==> src/rtl/ann_pkg.sv <==
// Shared constants, FSM state type and saturation helper for the sequenced 6-3-2-1 ReLU network.
package ann_pkg;

  localparam int unsigned ACC_W   = 8;
  localparam int unsigned W_W     = 4;
  localparam int unsigned B_W     = 3;
  localparam int unsigned IN_W    = 3;
  localparam int unsigned N_STEPS = 14;
  localparam int unsigned STEP_W  = 4;
  localparam int unsigned CFG_AW  = 4;
  localparam int unsigned N_W     = 9;
  localparam int unsigned N_B     = 6;
  localparam int unsigned N_IN    = 6;

  localparam logic [CFG_AW-1:0] CFG_W_LAST  = 4'd8;
  localparam logic [CFG_AW-1:0] CFG_B_FIRST = 4'd9;
  localparam logic [CFG_AW-1:0] CFG_NOP     = 4'd15;

  typedef enum logic [1:0] {
    S_IDLE = 2'd0,
    S_CALC = 2'd1,
    S_DONE = 2'd2
  } state_t;

  localparam logic signed [W_W-1:0] W_RST [N_W] = '{
    W_W'(4), W_W'(-3), W_W'(1), W_W'(2), W_W'(-2), W_W'(4), W_W'(1), W_W'(-3), W_W'(2)
  };
  localparam logic signed [B_W-1:0] B_RST [N_B] = '{
    B_W'(2), B_W'(-2), B_W'(1), B_W'(-1), B_W'(2), B_W'(-3)
  };

  localparam logic signed [2*ACC_W-1:0] SAT_MAX = (2*ACC_W)'((1 << (ACC_W-1)) - 1);
  localparam logic signed [2*ACC_W-1:0] SAT_MIN = ~SAT_MAX;

  // Clamp a double-width signed value into the accumulator range.
  function automatic logic signed [ACC_W-1:0] sat_acc(input logic signed [2*ACC_W-1:0] v);
    if (v > SAT_MAX) return ACC_W'(SAT_MAX);
    if (v < SAT_MIN) return ACC_W'(SAT_MIN);
    return ACC_W'(v);
  endfunction

endpackage

==> src/rtl/ann_mac.sv <==
// Shared multiply-accumulate: product plus bias-or-accumulator, with wrap or clamp
// (ANN_SAT_EN) and a ReLU view of the result.
module ann_mac
  import ann_pkg::*;
(
  input  logic signed [ACC_W-1:0] op_a,
  input  logic signed [ACC_W-1:0] op_w,
  input  logic signed [ACC_W-1:0] bias,
  input  logic signed [ACC_W-1:0] acc,
  input  logic                    first,
  output logic signed [ACC_W-1:0] acc_next_c,
  output logic signed [ACC_W-1:0] relu_c
);

  logic signed [ACC_W-1:0]   base;
  logic signed [2*ACC_W-1:0] prod_full;
  logic signed [ACC_W-1:0]   prod;
  logic signed [ACC_W:0]     sum_full;

  always_comb begin
    base      = first ? bias : acc;
    prod_full = (2*ACC_W)'(op_a) * (2*ACC_W)'(op_w);
`ifdef ANN_SAT_EN
    prod       = sat_acc(prod_full);
    sum_full   = (ACC_W+1)'(base) + (ACC_W+1)'(prod);
    acc_next_c = sat_acc((2*ACC_W)'(sum_full));
`else
    prod       = ACC_W'(prod_full);
    sum_full   = (ACC_W+1)'(base) + (ACC_W+1)'(prod);
    acc_next_c = ACC_W'(sum_full);
`endif
    relu_c = acc_next_c[ACC_W-1] ? '0 : acc_next_c;
  end

endmodule

==> src/rtl/ann_mac_seq.sv <==
// Sequenced 6-3-2-1 ReLU network: one MAC time-shared over 14 steps, programmable
// weights/biases. Define ANN_SAT_EN for saturating instead of wrapping arithmetic.
module ann_mac_seq
  import ann_pkg::*;
(
  input  logic                   clk,
  input  logic                   rst,
  input  logic                   in_valid,
  output logic                   in_ready,
  input  logic signed [IN_W-1:0] a1,
  input  logic signed [IN_W-1:0] a2,
  input  logic signed [IN_W-1:0] a3,
  input  logic signed [IN_W-1:0] a4,
  input  logic signed [IN_W-1:0] a5,
  input  logic signed [IN_W-1:0] a6,
  output logic                   out_valid,
  input  logic                   out_ready,
  output logic [ACC_W-1:0]       fop,
  input  logic                   cfg_we,
  input  logic [CFG_AW-1:0]      cfg_addr,
  input  logic [W_W-1:0]         cfg_wdata,
  output logic                   busy
);

  state_t state, state_d;
  logic [STEP_W-1:0] step;
  logic signed [ACC_W-1:0] acc, ay1, ay2, ay3, az1, az2;
  logic signed [IN_W-1:0]  a_q [N_IN];
  logic signed [W_W-1:0]   w   [N_W];
  logic signed [B_W-1:0]   b   [N_B];

  logic signed [ACC_W-1:0] op_a, op_w, bias, acc_next_c, relu_c;
  logic first;
  logic accept;

  assign accept = (state == S_IDLE) && in_valid;

  always_comb begin
    state_d = state;
    case (state)
      S_IDLE:  if (in_valid) state_d = S_CALC;
      S_CALC:  if (step == STEP_W'(N_STEPS-1)) state_d = S_DONE;
      S_DONE:  if (out_ready) state_d = S_IDLE;
      default: state_d = S_IDLE;
    endcase
  end

  always_ff @(posedge clk or posedge rst) begin
    if (rst) begin
      state     <= S_IDLE;
      in_ready  <= 1'b1;
      out_valid <= 1'b0;
      busy      <= 1'b0;
    end else begin
      state     <= state_d;
      in_ready  <= (state_d == S_IDLE);
      out_valid <= (state_d == S_DONE);
      busy      <= (state_d == S_CALC);
    end
  end

  // Step decode: operand select, bias select and neuron-start flag.
  always_comb begin
    op_a  = '0;
    op_w  = '0;
    bias  = '0;
    first = 1'b0;
    case (step)
      4'd0:  begin op_a = ACC_W'(a_q[0]); op_w = ACC_W'(w[0]); bias = ACC_W'(b[0]); first = 1'b1; end
      4'd1:  begin op_a = ACC_W'(a_q[1]); op_w = ACC_W'(w[1]); end
      4'd2:  begin op_a = ACC_W'(a_q[2]); op_w = ACC_W'(w[2]); bias = ACC_W'(b[1]); first = 1'b1; end
      4'd3:  begin op_a = ACC_W'(a_q[3]); op_w = ACC_W'(w[3]); end
      4'd4:  begin op_a = ACC_W'(a_q[4]); op_w = ACC_W'(w[4]); bias = ACC_W'(b[2]); first = 1'b1; end
      4'd5:  begin op_a = ACC_W'(a_q[5]); op_w = ACC_W'(w[5]); end
      4'd6:  begin op_a = ay1; op_w = ACC_W'(w[6]); bias = ACC_W'(b[3]); first = 1'b1; end
      4'd7:  begin op_a = ay2; op_w = ACC_W'(w[6]); end
      4'd8:  begin op_a = ay3; op_w = ACC_W'(w[6]); end
      4'd9:  begin op_a = ay1; op_w = ACC_W'(w[7]); bias = ACC_W'(b[4]); first = 1'b1; end
      4'd10: begin op_a = ay2; op_w = ACC_W'(w[7]); end
      4'd11: begin op_a = ay3; op_w = ACC_W'(w[7]); end
      4'd12: begin op_a = az1; op_w = ACC_W'(w[8]); bias = ACC_W'(b[5]); first = 1'b1; end
      4'd13: begin op_a = az2; op_w = ACC_W'(w[8]); end
      default: ;
    endcase
  end

  ann_mac u_mac (
    .op_a       (op_a),
    .op_w       (op_w),
    .bias       (bias),
    .acc        (acc),
    .first      (first),
    .acc_next_c (acc_next_c),
    .relu_c     (relu_c)
  );

  // Datapath, activation capture on each neuron's last step, and config port.
  always_ff @(posedge clk or posedge rst) begin
    if (rst) begin
      step <= '0;
      acc  <= '0;
      ay1  <= '0;
      ay2  <= '0;
      ay3  <= '0;
      az1  <= '0;
      az2  <= '0;
      fop  <= '0;
      for (int i = 0; i < N_IN; i++) a_q[i] <= '0;
      for (int i = 0; i < N_W; i++)  w[i]   <= W_RST[i];
      for (int i = 0; i < N_B; i++)  b[i]   <= B_RST[i];
    end else begin
      if (accept) begin
        a_q[0] <= a1;
        a_q[1] <= a2;
        a_q[2] <= a3;
        a_q[3] <= a4;
        a_q[4] <= a5;
        a_q[5] <= a6;
        step   <= '0;
      end else if (state == S_CALC) begin
        acc  <= acc_next_c;
        step <= step + STEP_W'(1);
        case (step)
          4'd1:    ay1 <= relu_c;
          4'd3:    ay2 <= relu_c;
          4'd5:    ay3 <= relu_c;
          4'd8:    az1 <= relu_c;
          4'd11:   az2 <= relu_c;
          4'd13:   fop <= relu_c;
          default: ;
        endcase
      end
      if (cfg_we && !busy) begin
        if (cfg_addr <= CFG_W_LAST) w[cfg_addr] <= cfg_wdata;
        else if (cfg_addr != CFG_NOP) b[3'(cfg_addr - CFG_B_FIRST)] <= cfg_wdata[B_W-1:0];
      end
    end
  end

endmodule

==> config.mk <==
export PLATFORM = sky130hd
export DESIGN_NAME = ann_mac_seq
export DESIGN_NICKNAME = d
export VERILOG_FILES = /design/src/rtl/ann_pkg.sv /design/src/rtl/ann_mac.sv /design/src/rtl/ann_mac_seq.sv
export SDC_FILE = /design/constraint.sdc
export NUM_CORES = 1
export LEC_CHECK = 0
export ABC_CLOCK_PERIOD_IN_PS = 15800
export CAP_MARGIN = 25
export CORE_MARGIN = 2
export CORE_UTILIZATION = 35
export DETAILED_ROUTE_END_ITERATION = 8
export PLACE_DENSITY = 0.56
export SYNTH_ARGS = -nofsm -noshare
export SYNTH_HDL_FRONTEND = slang
export SYNTH_SLANG_ARGS = --single-unit
==> constraint.sdc <==
create_clock -name clk -period 15.8 [get_ports clk]
set_clock_uncertainty 0.1 [all_clocks]
set_input_delay 3.16 -clock clk [delete_from_list [all_inputs] [get_ports clk]]
set_output_delay 3.16 -clock clk [all_outputs]
set_load 0.005 [all_outputs]
* Word-level counts from Yosys, hierarchy flattened *
Cells that the tools add are included.

cells by class
  muxes and demuxes = 18
  reductions and logical operators = 25
  $add $sub $neg = 3
  multipliers = 1
  order comparisons = 5
  bitwise gates (word level) = 4
  equal/unequal tests = 18

operators by type and width
  kind                                                                          count
  8-bit case mux with 11 select lines                                           1
  8-bit case mux with 9 select lines                                            1
  8-bit case mux with 6 select lines                                            1
  36-bit bitwise mux                                                            1
  4-bit == test, second input constant                                          6
  3-bit AND reduction                                                           7
  18-bit bitwise mux                                                            1
  4-bit demux with 4-bit select                                                 1
  4-bit by 3-bit == test with 1-bit output, second input constant               4
  4-bit two-way mux                                                             3
  3-bit demux with 3-bit select                                                 1
  8-bit adder                                                                   1
  4-bit by 2-bit == test with 1-bit output, second input constant               2
  8-bit by 8-bit multiplier with 8-bit output                                   1
  8-bit two-way mux                                                             1
  2-bit OR reduction                                                            4
  7-bit two-way mux                                                             1
  2-bit two-way mux                                                             3
  2-bit case mux with 3 select lines                                            1
  3-bit OR reduction                                                            2
  6-bit OR reduction                                                            1
  5-bit greater-or-equal comparator, second input constant                      1
  5-bit by 1-bit less-than comparator with 1-bit output, second input constant  1
  4-bit inverter with 5-bit output                                              1
  19 further kinds                                                              27

storage, ports and cells
  register bits = 137
  logic and storage cells = 107

* Depth between registers and ports, before layout *
Gate-level depths: netlist of run 1.

  word-level depth = 7
  depth in mapped cells = 28

* Modules after synthesis *
Synthesis of run 1 repeated with hierarchy kept, for this count alone.

second synthesis, totals
  cells, all modules = 671
  area, all modules = 7,569.8 sq um

by module, submodules not included
  module       seq. area each (sq um)  cells each  area an instance (sq um)  times used
  ann_mac_seq  3,460.8                 539         6,363.6                   1
  ann_mac      0.0                     132         1,206.2                   1

* Worst setup path before layout of run 1 *
OpenSTA, ideal clock, no wires.

  kind = flip-flop to flip-flop
  start = register step[0]
  end = register ay3[3]
  clock period less this slack = 5,958 ps
  setup time = 134 ps
  required time = 15,566 ps
  path buffers = 3
  stages on the path, launching flop included = 24
  setup slack = 9,842 ps
  arrival = 5,725 ps
  cells stage by stage = dfrtp_1 > inv_1 > ha_1 > buf_4 > buf_4 > a222oi_1 > nand2_1 > a222oi_1 > a21boi_4 > o21bai_1 > fa_1 > fa_1 > fa_1 > inv_1 > fa_1 > ha_1 > ha_1 > a21oi_1 > xnor2_1 > xnor2_1 > xnor2_2 > xnor2_2 > buf_6 > o22ai_1

between the ends
  cells in the longest elaborated chain, start to end = 6
  elaborated cells on any way between the ends = 30

RTL lines
  element                                                                                  RTL line                      RTL
  start, declared                                                                          ann_mac_seq.sv:26             logic [STEP_W-1:0] step;
  start signal, assigned                                                                   ann_mac_seq.sv:122            step <= step + STEP_W'(1);
  4-bit == test, or another cell as far along                                              ann_mac_seq.sv:68             case (step)
  3-bit OR reduction (no line), or another cell as far along                               n/a
  8-bit case mux with 9 select lines, or another cell as far along                         ann_mac_seq.sv:68
  8-bit by 8-bit multiplier with 8-bit output / 8-bit two-way mux (equally long branches)  ann_mac.sv:22, ann_mac.sv:21
  8-bit adder                                                                              ann_mac.sv:29                 sum_full = (ACC_W+1)'(base) + (ACC_W+1)'(prod);
  7-bit two-way mux                                                                        ann_mac.sv:32                 relu_c = acc_next_c[ACC_W-1] ? '0 : acc_next_c;
  end signal, assigned                                                                     ann_mac_seq.sv:126            4'd5: ay3 <= relu_c;
  end, declared                                                                            ann_mac_seq.sv:27             logic signed [ACC_W-1:0] acc, ay1, ay2, ay3, az1, az2;

Several ways; a longest one is shown, not always the timed one.
A chain may end at the register's enable or synchronous reset.

* Worst setup path after layout of run 1 *
  start = register step[0]
  end = register ay3[6]

Same word-level chain as after synthesis.

==> impl_metrics.tcl, run 1 <==
set metrics [dict create \
    drt_wl_total_mm 18.64 \
    crit_required_ns 15.97 \
    final_cells 1058 \
    nNetsFinal 848 \
    cp-start-kind "register" \
    synth_compound_area_share_pct 14.56 \
    diodes 0 \
    max_stage_delay_ns 0.53 \
    grt_pass1_vias 5593 \
    drt_iter0_markers 393 \
    grt_usage_pct 17.60 \
    overflow 0 \
    rows 53 \
    routedWlPerCell_um 17.62 \
    outcome "finished clean" \
    die_h_um 150.7 \
    hold_viol 0 \
    maxCapViolations 0 \
    syn-cell-area_um2 7537 \
    clockRootBuffer "clkbuf_16" \
    reg2reg_slack_ns 8.63 \
    worst_setup_path_end_kind "register" \
    timing.rr.end "ay3[6]" \
    drv_slew 0 \
    final_cell_mix "nand2_1 (169), dfrtp_1 (105), mux2_2 (56), clkdlybuf4s50_1 (40), nor2_1 (37)" \
    worst-path-stages 22 \
    grt_max_degree 68 \
    synth_area_per_cell_um2 10.14 \
    synth_xor_area_share_pct 2.357 \
    cp_top_family "adder cells" \
    crit_end "ay3[6]" \
    stdcell_area_um2 8673 \
    ff2ff_path_depth 22 \
    max_freq_ghz 0.1395 \
    antenna_left 0 \
    finalCritPeriodShare_pct 45.38 \
    ys_ff_latch 131 \
    async_flop_share_pct 100.0 \
    synth-edff-count 0 \
    worstPathArrival_ns 7.34 \
    clk_latency_ns 0.42 \
    area_delta_synth_final_pct 15.07 \
    ys.flop_type "dfrtp_1" \
    synth-simple-area-share_pct 15.72 \
    layout_commonest_cell "nand2_1" \
    syn-num-nets 820 \
    synthMuxAreaShare_pct 9.031 \
    path_class "reg2reg" \
    grt_setup_unrepaired "false" \
    crit_path_max_fanout 43 \
    layout-drive-gt1-share_pct 21.58 \
    placed_area_um2 8115 \
    slew_headroom_pct 40.41 \
    dp_hpwl_mm 13.09 \
    ctsResizeCount 0 \
    finalSetupTns_ns 0 \
    timing.critical_path.buf_inv 4 \
    grt_pass1_wl_mm 30.75 \
    via_per_inst 5.267 \
    die_area_um2 22720 \
    synthAdderAreaFrac_pct 9.429 \
    ys_seq_area_share_pct 43.92 \
    tightest_slew_ns 0.8908 \
    timing.critical_path.from "step[0]" \
    path_cells "inv_1 > ha_1 > buf_4 > a222oi_1 > nand2_1 > a222oi_1 > a21boi_4 > o21bai_1 > fa_1 > fa_1 > fa_1 > inv_1 > fa_1 > ha_1 > ha_1 > a21oi_1 > xnor2_1 > xnor2_1 > xnor2_2 > xnor2_4 > buf_4 > o31ai_1" \
    portBuffers 40 \
    cpMostUsedCell "fa_1" \
    vias 5573 \
    setup_viol 0 \
    clkSinkCount 131 \
    yosys_warnings 0 \
    ctsLongestPathBuffers 2 \
    netlist-cell-type-count 63 \
    hp-class "reg2reg" \
    gp_congestion 0.8033 \
    fin_util_pct 41.13 \
    numCtsBuffers 17 \
    clk_pin_slew_ns 0.06 \
    start_util_pct 35.74 \
    cts_tree "built" \
    cp_slowest_cell "buf_4" \
    fp.dieW_um 150.7 \
    synthCells 743 \
    ctsHoldBuffers 0 \
    min_path_cells 2 \
    r2r_start "step[0]" \
    num_io_pins 42 \
    post_cts_buffers 0 \
    synth_top_family_by_area "simple AND/OR/NAND/NOR gates" \
    fin_crit_ns 7.171 \
    firstDrtPassIters 6 \
    antenna_found_initial 0 \
    dp.cells 1026 \
    htreeDepth 4 \
    core_area_um2 21090 \
    drc 0 \
]
## flip-flops by register name (all words and copies together), names as in the netlist
signal,flops
az1,7
in_ready,1
busy,1
b,18
w,36
az2,7
state,2
ay3,7
ay2,7
step,4
acc,8
a_q,18
ay1,7
out_valid,1
fop,7
## how the worst min path moves through the flow
stage | slack (ns) | start | to
finish | 0.38 | a_q[4] | a_q[4]
detailed placement | 0.37 | fop[2] | fop[2]
global placement | 0.36 | az2[6] | az2[6]
CTS | 0.38 | fop[2] | fop[2]
floorplan | 0.34 | acc[4] | acc[4]
global route | 0.40 | ay2[3] | ay2[3]
## worst register-to-register path, delay by kind of cell (launching register included)
kind	cells	cell delay, ns
flip-flops	1	0.42
XOR/XNOR	4	0.70
AND/OR/NAND/NOR	1	0.15
adder cells (fa/ha/maj)	7	2.95
buffers and inverters	4	0.99
AO/OA/AOI/OAI	6	1.70
## layout make-up
type,instances,area [um2]
fillers,2121,12410
well taps,275,344.1
repair buffers,49,467.9
multi-input cells,537,3866
clock buffers,23,498.0
flip-flops and latches,131,3311
clock inverters,8,52.55
inverters,35,133.9
## synthesized netlist by cell type, drive strengths merged (3+ instances only)
| cell | n | area share, % |
|---|---|---|
| buf | 21 | 2.2 |
| ha | 28 | 4.6 |
| nor3 | 4 | 0.27 |
| mux2i | 5 | 0.66 |
| a222oi | 7 | 0.93 |
| and2 | 3 | 0.28 |
| dfrtp | 105 | 35 |
| and3 | 6 | 0.50 |
| a221o | 5 | 0.66 |
| a22o | 7 | 0.81 |
| nor2 | 38 | 1.9 |
| xnor2 | 11 | 1.5 |
| nand4 | 3 | 0.25 |
| a22oi | 16 | 1.6 |
| clkbuf | 19 | 0.95 |
| mux2 | 56 | 8.4 |
| or2 | 6 | 0.50 |
| nor2b | 5 | 0.42 |
| fa | 18 | 4.8 |
| a21oi | 15 | 1.0 |
| o31ai | 13 | 1.3 |
| nand2b | 6 | 0.53 |
| nand2 | 170 | 8.5 |
| o21a | 3 | 0.30 |
| o22ai | 5 | 0.42 |
| o32ai | 4 | 0.46 |
| a31oi | 5 | 0.42 |
| nand3b | 3 | 0.30 |
| nand3 | 23 | 1.5 |
| inv | 35 | 1.7 |
| a21o | 3 | 0.30 |
| o21ai | 41 | 4.1 |
| dfstp | 26 | 9.1 |
| xor2 | 5 | 0.58 |
## metrics by stage
step                setup slack, ns  hold slack [ns]
floorplan                     9.085           0.3407
global placement              8.525           0.3612
detailed placement            8.438           0.3655
CTS                           8.401           0.3790
global route                  8.141           0.3992
finish                        8.629           0.3770
## routing by layer
layer	up-vias	wire length (um)	GRT usage [%]
met1	2777	8967	24.77
met3	25	723	3.636
met2	133	8599	27.20
met4	0	347	5.607
li1	2638	-	-
met5	-	0	0
## kinds of logic after synthesis
kind of cell             count (synthesis)
AND/OR/NAND/NOR                        273
AO/OA/AOI/OAI                          139
flip-flops                             131
buffers and inverters                   75
multiplexers                            61
adder cells (fa/ha/maj)                 46
XOR/XNOR                                17
other                                    1
Power of run 1 is not shown: default switching activity piles up to over one toggle a cycle in this logic, so the estimate is an artifact.
==> run 2: changes to the inputs <==
--- a/config.mk
+++ b/config.mk
@@ -5,12 +5,12 @@
 export SDC_FILE = /design/constraint.sdc
 export NUM_CORES = 1
 export LEC_CHECK = 0
-export ABC_CLOCK_PERIOD_IN_PS = 15800
+export ABC_CLOCK_PERIOD_IN_PS = 6220
 export CAP_MARGIN = 25
 export CORE_MARGIN = 2
 export CORE_UTILIZATION = 35
 export DETAILED_ROUTE_END_ITERATION = 8
-export PLACE_DENSITY = 0.56
+export PLACE_DENSITY = 0.58
 export SYNTH_ARGS = -nofsm -noshare
 export SYNTH_HDL_FRONTEND = slang
 export SYNTH_SLANG_ARGS = --single-unit
==> constraint.sdc (replaced) <==
create_clock -name clk -period 6.22 [get_ports clk]
set_clock_uncertainty 0.1 [all_clocks]
set_input_delay 1.244 -clock clk [delete_from_list [all_inputs] [get_ports clk]]
set_output_delay 1.244 -clock clk [all_outputs]
set_load 0.005 [all_outputs]
==> run 2 against run 1 <==
  * Sequential share of layout area shrank 3.6 points
  * Critical path type unchanged
  * Global-route usage grew 0.16 points
  * Wire length grew 2.5%
  * Worst hold slack lost 0.0046 ns
  * Count of clock-buffer cells in the layout shrank 3
==> impl_metrics.tcl, run 2 (same netlist as run 1, synthesis figures left out) <==
set metrics [dict create \
    wl_met3_um 696 \
    finalSetupTns_ns 0 \
    hp-class "reg2reg" \
    rows 53 \
    grt_pass1_vias 5850 \
    routed.top_layer "met4" \
    dr_wl_met2_mm 8.969 \
    max_stage_delay_ns 0.53 \
    antenna_left 0 \
    met1Wirelength_mm 9.117 \
    area_delta_synth_final_pct 26.93 \
    crit_path_max_fanout 7 \
    clkSinkCount 131 \
    path_class "reg2reg" \
    crit_required_ns 6.44 \
    vias 5759 \
    grt_pass1_wl_mm 30.88 \
    setup_viol 0 \
    via_per_inst 5.128 \
    finalCritPeriodShare_pct 97.95 \
    max_freq_ghz 0.1641 \
    drt_iter0_markers 330 \
    timing.rr.end "ay2[5]" \
    fin_crit_ns 6.093 \
    layout-drive-gt1-share_pct 31.84 \
    maxCapViolations 0 \
    largest_register_ffs 36 \
    die_h_um 150.7 \
    clk_pin_slew_ns 0.06 \
    ff2ff_path_depth 27 \
    nNetsFinal 912 \
    antenna_found_initial 0 \
    clockRootBuffer "clkbuf_16" \
    crit_end "ay2[5]" \
    dp.cells 1085 \
    hold_viol 0 \
    worst-path-stages 27 \
    top_regs "w: 36 flops, a_q: 18 flops, b: 18 flops" \
    grt_max_degree 68 \
    worst_setup_path_end_kind "register" \
    cp_top_family "adder cells" \
    portBuffers 40 \
    overflow 0 \
    num_io_pins 42 \
    top_register "w" \
    worstPathArrival_ns 6.31 \
    slew_headroom_pct 44.11 \
    die_area_um2 22720 \
    cts_tree "built" \
    final_cell_mix "nand2_1 (169), dfrtp_1 (104), buf_4 (62), mux2_2 (56), clkdlybuf4s50_1 (40)" \
    ctsLongestPathBuffers 2 \
    drc 0 \
    layout_commonest_cell "nand2_1" \
    tightest_slew_ns 0.8384 \
    timing.critical_path.buf_inv 8 \
    routedWlPerCell_um 17.02 \
    timing.critical_path.from "step[0]" \
    gp_congestion 0.8157 \
    numCtsBuffers 17 \
    reg2reg_slack_ns 0.13 \
    diodes 0 \
    htreeDepth 4 \
    start_util_pct 35.74 \
    clk_latency_ns 0.43 \
    grt_usage_pct 17.76 \
    fp.dieW_um 150.7 \
    ctsHoldBuffers 0 \
    outcome "finished clean" \
    final_cells 1123 \
    drt_wl_total_mm 19.11 \
    firstDrtPassIters 5 \
    dp_hpwl_mm 13.80 \
    drv_slew 0 \
    core_area_um2 21090 \
    grt_setup_unrepaired "true" \
    r2r_start "step[0]" \
    cp-start-kind "register" \
    cp_slowest_cell "fa_1" \
]
## run 2: area by class of cell
| class | instances | area, um2 |
|---|---|---|
| Inverter | 35 | 136.4 |
| Tap cell | 275 | 344.1 |
| Fill cell | 2020 | 11520 |
| Sequential cell | 131 | 3312 |
| Clock inverter | 12 | 120.1 |
| Multi-Input combinational cell | 537 | 4136 |
| Timing Repair Buffer | 113 | 1051 |
| Clock buffer | 20 | 466.7 |
## run 2: per-layer routing
layer / track usage, % / vias up
li1: - / 2771
met1: 24.96 / 2854
met2: 27.36 / 112
met3: 3.455 / 22
met4: 6.262 / 0
met5: 0 / -
## run 2: worst min-delay path by stage
| stage | cells past startpoint | from | end |
|---|---|---|---|
| detailed placement | 2 | fop[2] | fop[2] |
| CTS | 2 | fop[2] | fop[2] |
| finish | 2 | fop[2] | fop[2] |
| global route | 2 | acc[4] | acc[4] |
| global placement | 2 | a_q[4] | a_q[4] |
| floorplan | 2 | acc[4] | acc[4] |
## run 2: through the flow
stage | hold WS, ns | util (%) | setup WS, ns | instance area (um2)
2_1_floorplan | 0.3407 | - | 0.2616 | 7537
3_3_place_gp | 0.3606 | 40.82 | -0.1441 | 8608
3_5_place_dp | 0.3638 | 40.82 | -0.1974 | 8608
4_1_cts | 0.3773 | 43.78 | 0.03917 | 9233
5_1_grt | 0.3994 | 45.37 | -0.1011 | 9567
6_report | 0.3724 | 45.37 | 0.1273 | 9567
## run 2: worst min-delay path: cells and delay by family, from the launching register on
kind	cells	cell delay [ns]
flops	1	0.34
simple gates	1	0.06
compound gates	1	0.05
## run 2: repair_timing
action	in CTS	in global routing
setup buffers	3	2
pin swaps	1	38
gates cloned	0	1
resized for setup	1	55
endpoints found under the setup margin	43	43
Power of run 2 is left out for the same reason.
==> run 3: changes to the inputs <==
--- a/config.mk
+++ b/config.mk
@@ -14,3 +14,4 @@
 export SYNTH_ARGS = -nofsm -noshare
 export SYNTH_HDL_FRONTEND = slang
 export SYNTH_SLANG_ARGS = --single-unit
+export TNS_END_PERCENT = 50
==> run 3 against run 2 <==
  * Global-route usage unchanged
  * Count of clock-buffer cells in the layout unchanged
  * Critical path type unchanged
  * Sequential share of layout area up 0.25 points
==> impl_metrics.tcl, run 3 (same netlist as run 1, synthesis figures left out) <==
set metrics [dict create \
    outcome "finished clean" \
    num_io_pins 42 \
    maxCapViolations 0 \
    multi_input_area_um2 4073 \
    grt_pass1_vias 5850 \
    overflow 0 \
    die_area_um2 22720 \
    register_area_um2 3312 \
    htreeDepth 4 \
    fin_ws_ns 0.1407 \
    antenna_found_initial 0 \
    finalCritPeriodShare_pct 97.74 \
    slew_headroom_pct 43.77 \
    crit_required_ns 6.44 \
    fp.dieW_um 150.7 \
    vias 5728 \
    path_class "reg2reg" \
    grt_pass1_wl_mm 30.88 \
    max_stage_delay_ns 0.58 \
    setup_viol 0 \
    hp-class "reg2reg" \
    ctsLongestPathBuffers 2 \
    worstPathArrival_ns 6.30 \
    cp-start-kind "register" \
    drt_iter0_markers 287 \
    dp_hpwl_mm 13.80 \
    core_area_um2 21090 \
    gp_congestion 0.8157 \
    crit_path_max_fanout 13 \
    clk_latency_ns 0.43 \
    via_per_inst 5.101 \
    place_ws_ns -0.1974 \
    fin_crit_ns 6.079 \
    cts_tree "built" \
    tightest_slew_ns 0.8435 \
    r2r_start "step[0]" \
    timing.critical_path.buf_inv 7 \
    clkSinkCount 131 \
    drt_wl_total_mm 19.11 \
    top_register "w" \
    nNetsFinal 912 \
    grt_setup_unrepaired "true" \
    max_freq_ghz 0.1645 \
    antenna_left 0 \
    clockRootBuffer "clkbuf_16" \
    top_regs "w: 36 flops, a_q: 18 flops, b: 18 flops" \
    hold_viol 0 \
    numCtsBuffers 17 \
    grt_max_degree 68 \
    clk_pin_slew_ns 0.06 \
    grt_usage_pct 17.76 \
    layout-drive-gt1-share_pct 31.37 \
    drv_slew 0 \
    min-delay-start "fop[2]" \
    die_h_um 150.7 \
    final_cell_mix "nand2_1 (169), dfrtp_1 (104), buf_4 (62), mux2_2 (56), clkdlybuf4s50_1 (40)" \
    worst_setup_path_end_kind "register" \
    routedWlPerCell_um 17.01 \
    cp_slowest_cell "fa_1" \
    portBuffers 40 \
    rows 53 \
    diodes 0 \
    fillers 2029 \
    largest_register_ffs 36 \
    start_util_pct 35.74 \
    timing.critical_path.from "step[0]" \
    area_delta_synth_final_pct 26.03 \
    drc 0 \
    cp_top_family "adder cells" \
    layout_commonest_cell "nand2_1" \
    firstDrtPassIters 5 \
]
==> run 3: changes by cell type in the layout (fill, tap and decap cells not counted) <==
cell,delta
o31ai_2,+1
buf_6,+1
o31ai_1,+4
buf_8,-1
o31ai_4,-5
==> run 3: worst reg2reg max path: stages (launching register included) <==
cell	delay (ns)
dfrtp_2	0.48
inv_4	0.11
ha_4	0.13
buf_4	0.18
a22oi_2	0.10
a21o_1	0.18
a21oi_1	0.13
buf_4	0.20
buf_4	0.16
nor2_1	0.06
or2_4	0.26
fa_1	0.48
fa_1	0.51
inv_1	0.04
ha_1	0.29
fa_1	0.58
ha_4	0.21
ha_1	0.29
a21o_1	0.16
a21oi_2	0.17
xnor2_2	0.11
xnor2_2	0.16
xnor2_2	0.29
xnor2_4	0.19
buf_12	0.17
buf_12	0.16
o21ai_2	0.08
==> run 3: cell type report <==
| type | instances | area share (%) |
|---|---|---|
| clock buffers | 20 | 4.913 |
| clock inverters | 12 | 1.264 |
| inverters | 35 | 1.436 |
| multi-input cells | 537 | 42.87 |
| flip-flops and latches | 131 | 34.87 |
| well taps | 275 | 3.622 |
| repair buffers | 113 | 11.02 |
==> run 3: final timing paths <==
check | to | slack (ns) | depth (start not counted)
setup / recovery | ay1[1] | 0.14 | 26
hold / removal | fop[2] | 0.37 | 2
setup reg to reg | ay1[1] | 0.14 | 26
hold reg to reg | fop[2] | 0.37 | 2
max in group asynchronous | step[0] | 3.99 | 3
min in group asynchronous | a_q[4] | 0.96 | 2
==> run 3: timing repair <==
item                                   4_1_cts  5_1_grt
setup endpoints to repair                   43       43
hold buffers                                 0        0
endpoints found under the hold margin        0        0
pin swaps                                    1       35
buffers inserted                             3        2
resized for setup                            1       45
gates cloned                                 0        1
==> run 3: metrics by stage <==
stage / TNS, ns / area, um2 / cells / util [%] / hold slack (ns)
2_1_floorplan: 0 / 7537 / 743 / - / 0.3407
3_3_place_gp: -3.515 / 8608 / 1085 / 40.82 / 0.3606
3_5_place_dp: -5.490 / 8608 / 1085 / 40.82 / 0.3638
4_1_cts: 0 / 9233 / 1120 / 43.78 / 0.3773
5_1_grt: -2.919 / 9499 / 1123 / 45.05 / 0.3994
6_report: 0 / 9499 / 1123 / 45.05 / 0.3729
==> run 3: layer usage <==
layer	global-route usage, %	share of wire (%)	up-vias
met5	0	0	-
met4	6.262	1.6	0
met3	3.455	3.8	21
met2	27.36	46	113
met1	24.96	48	2826
li1	-	-	2768
Power of run 3 is left out for the same reason.
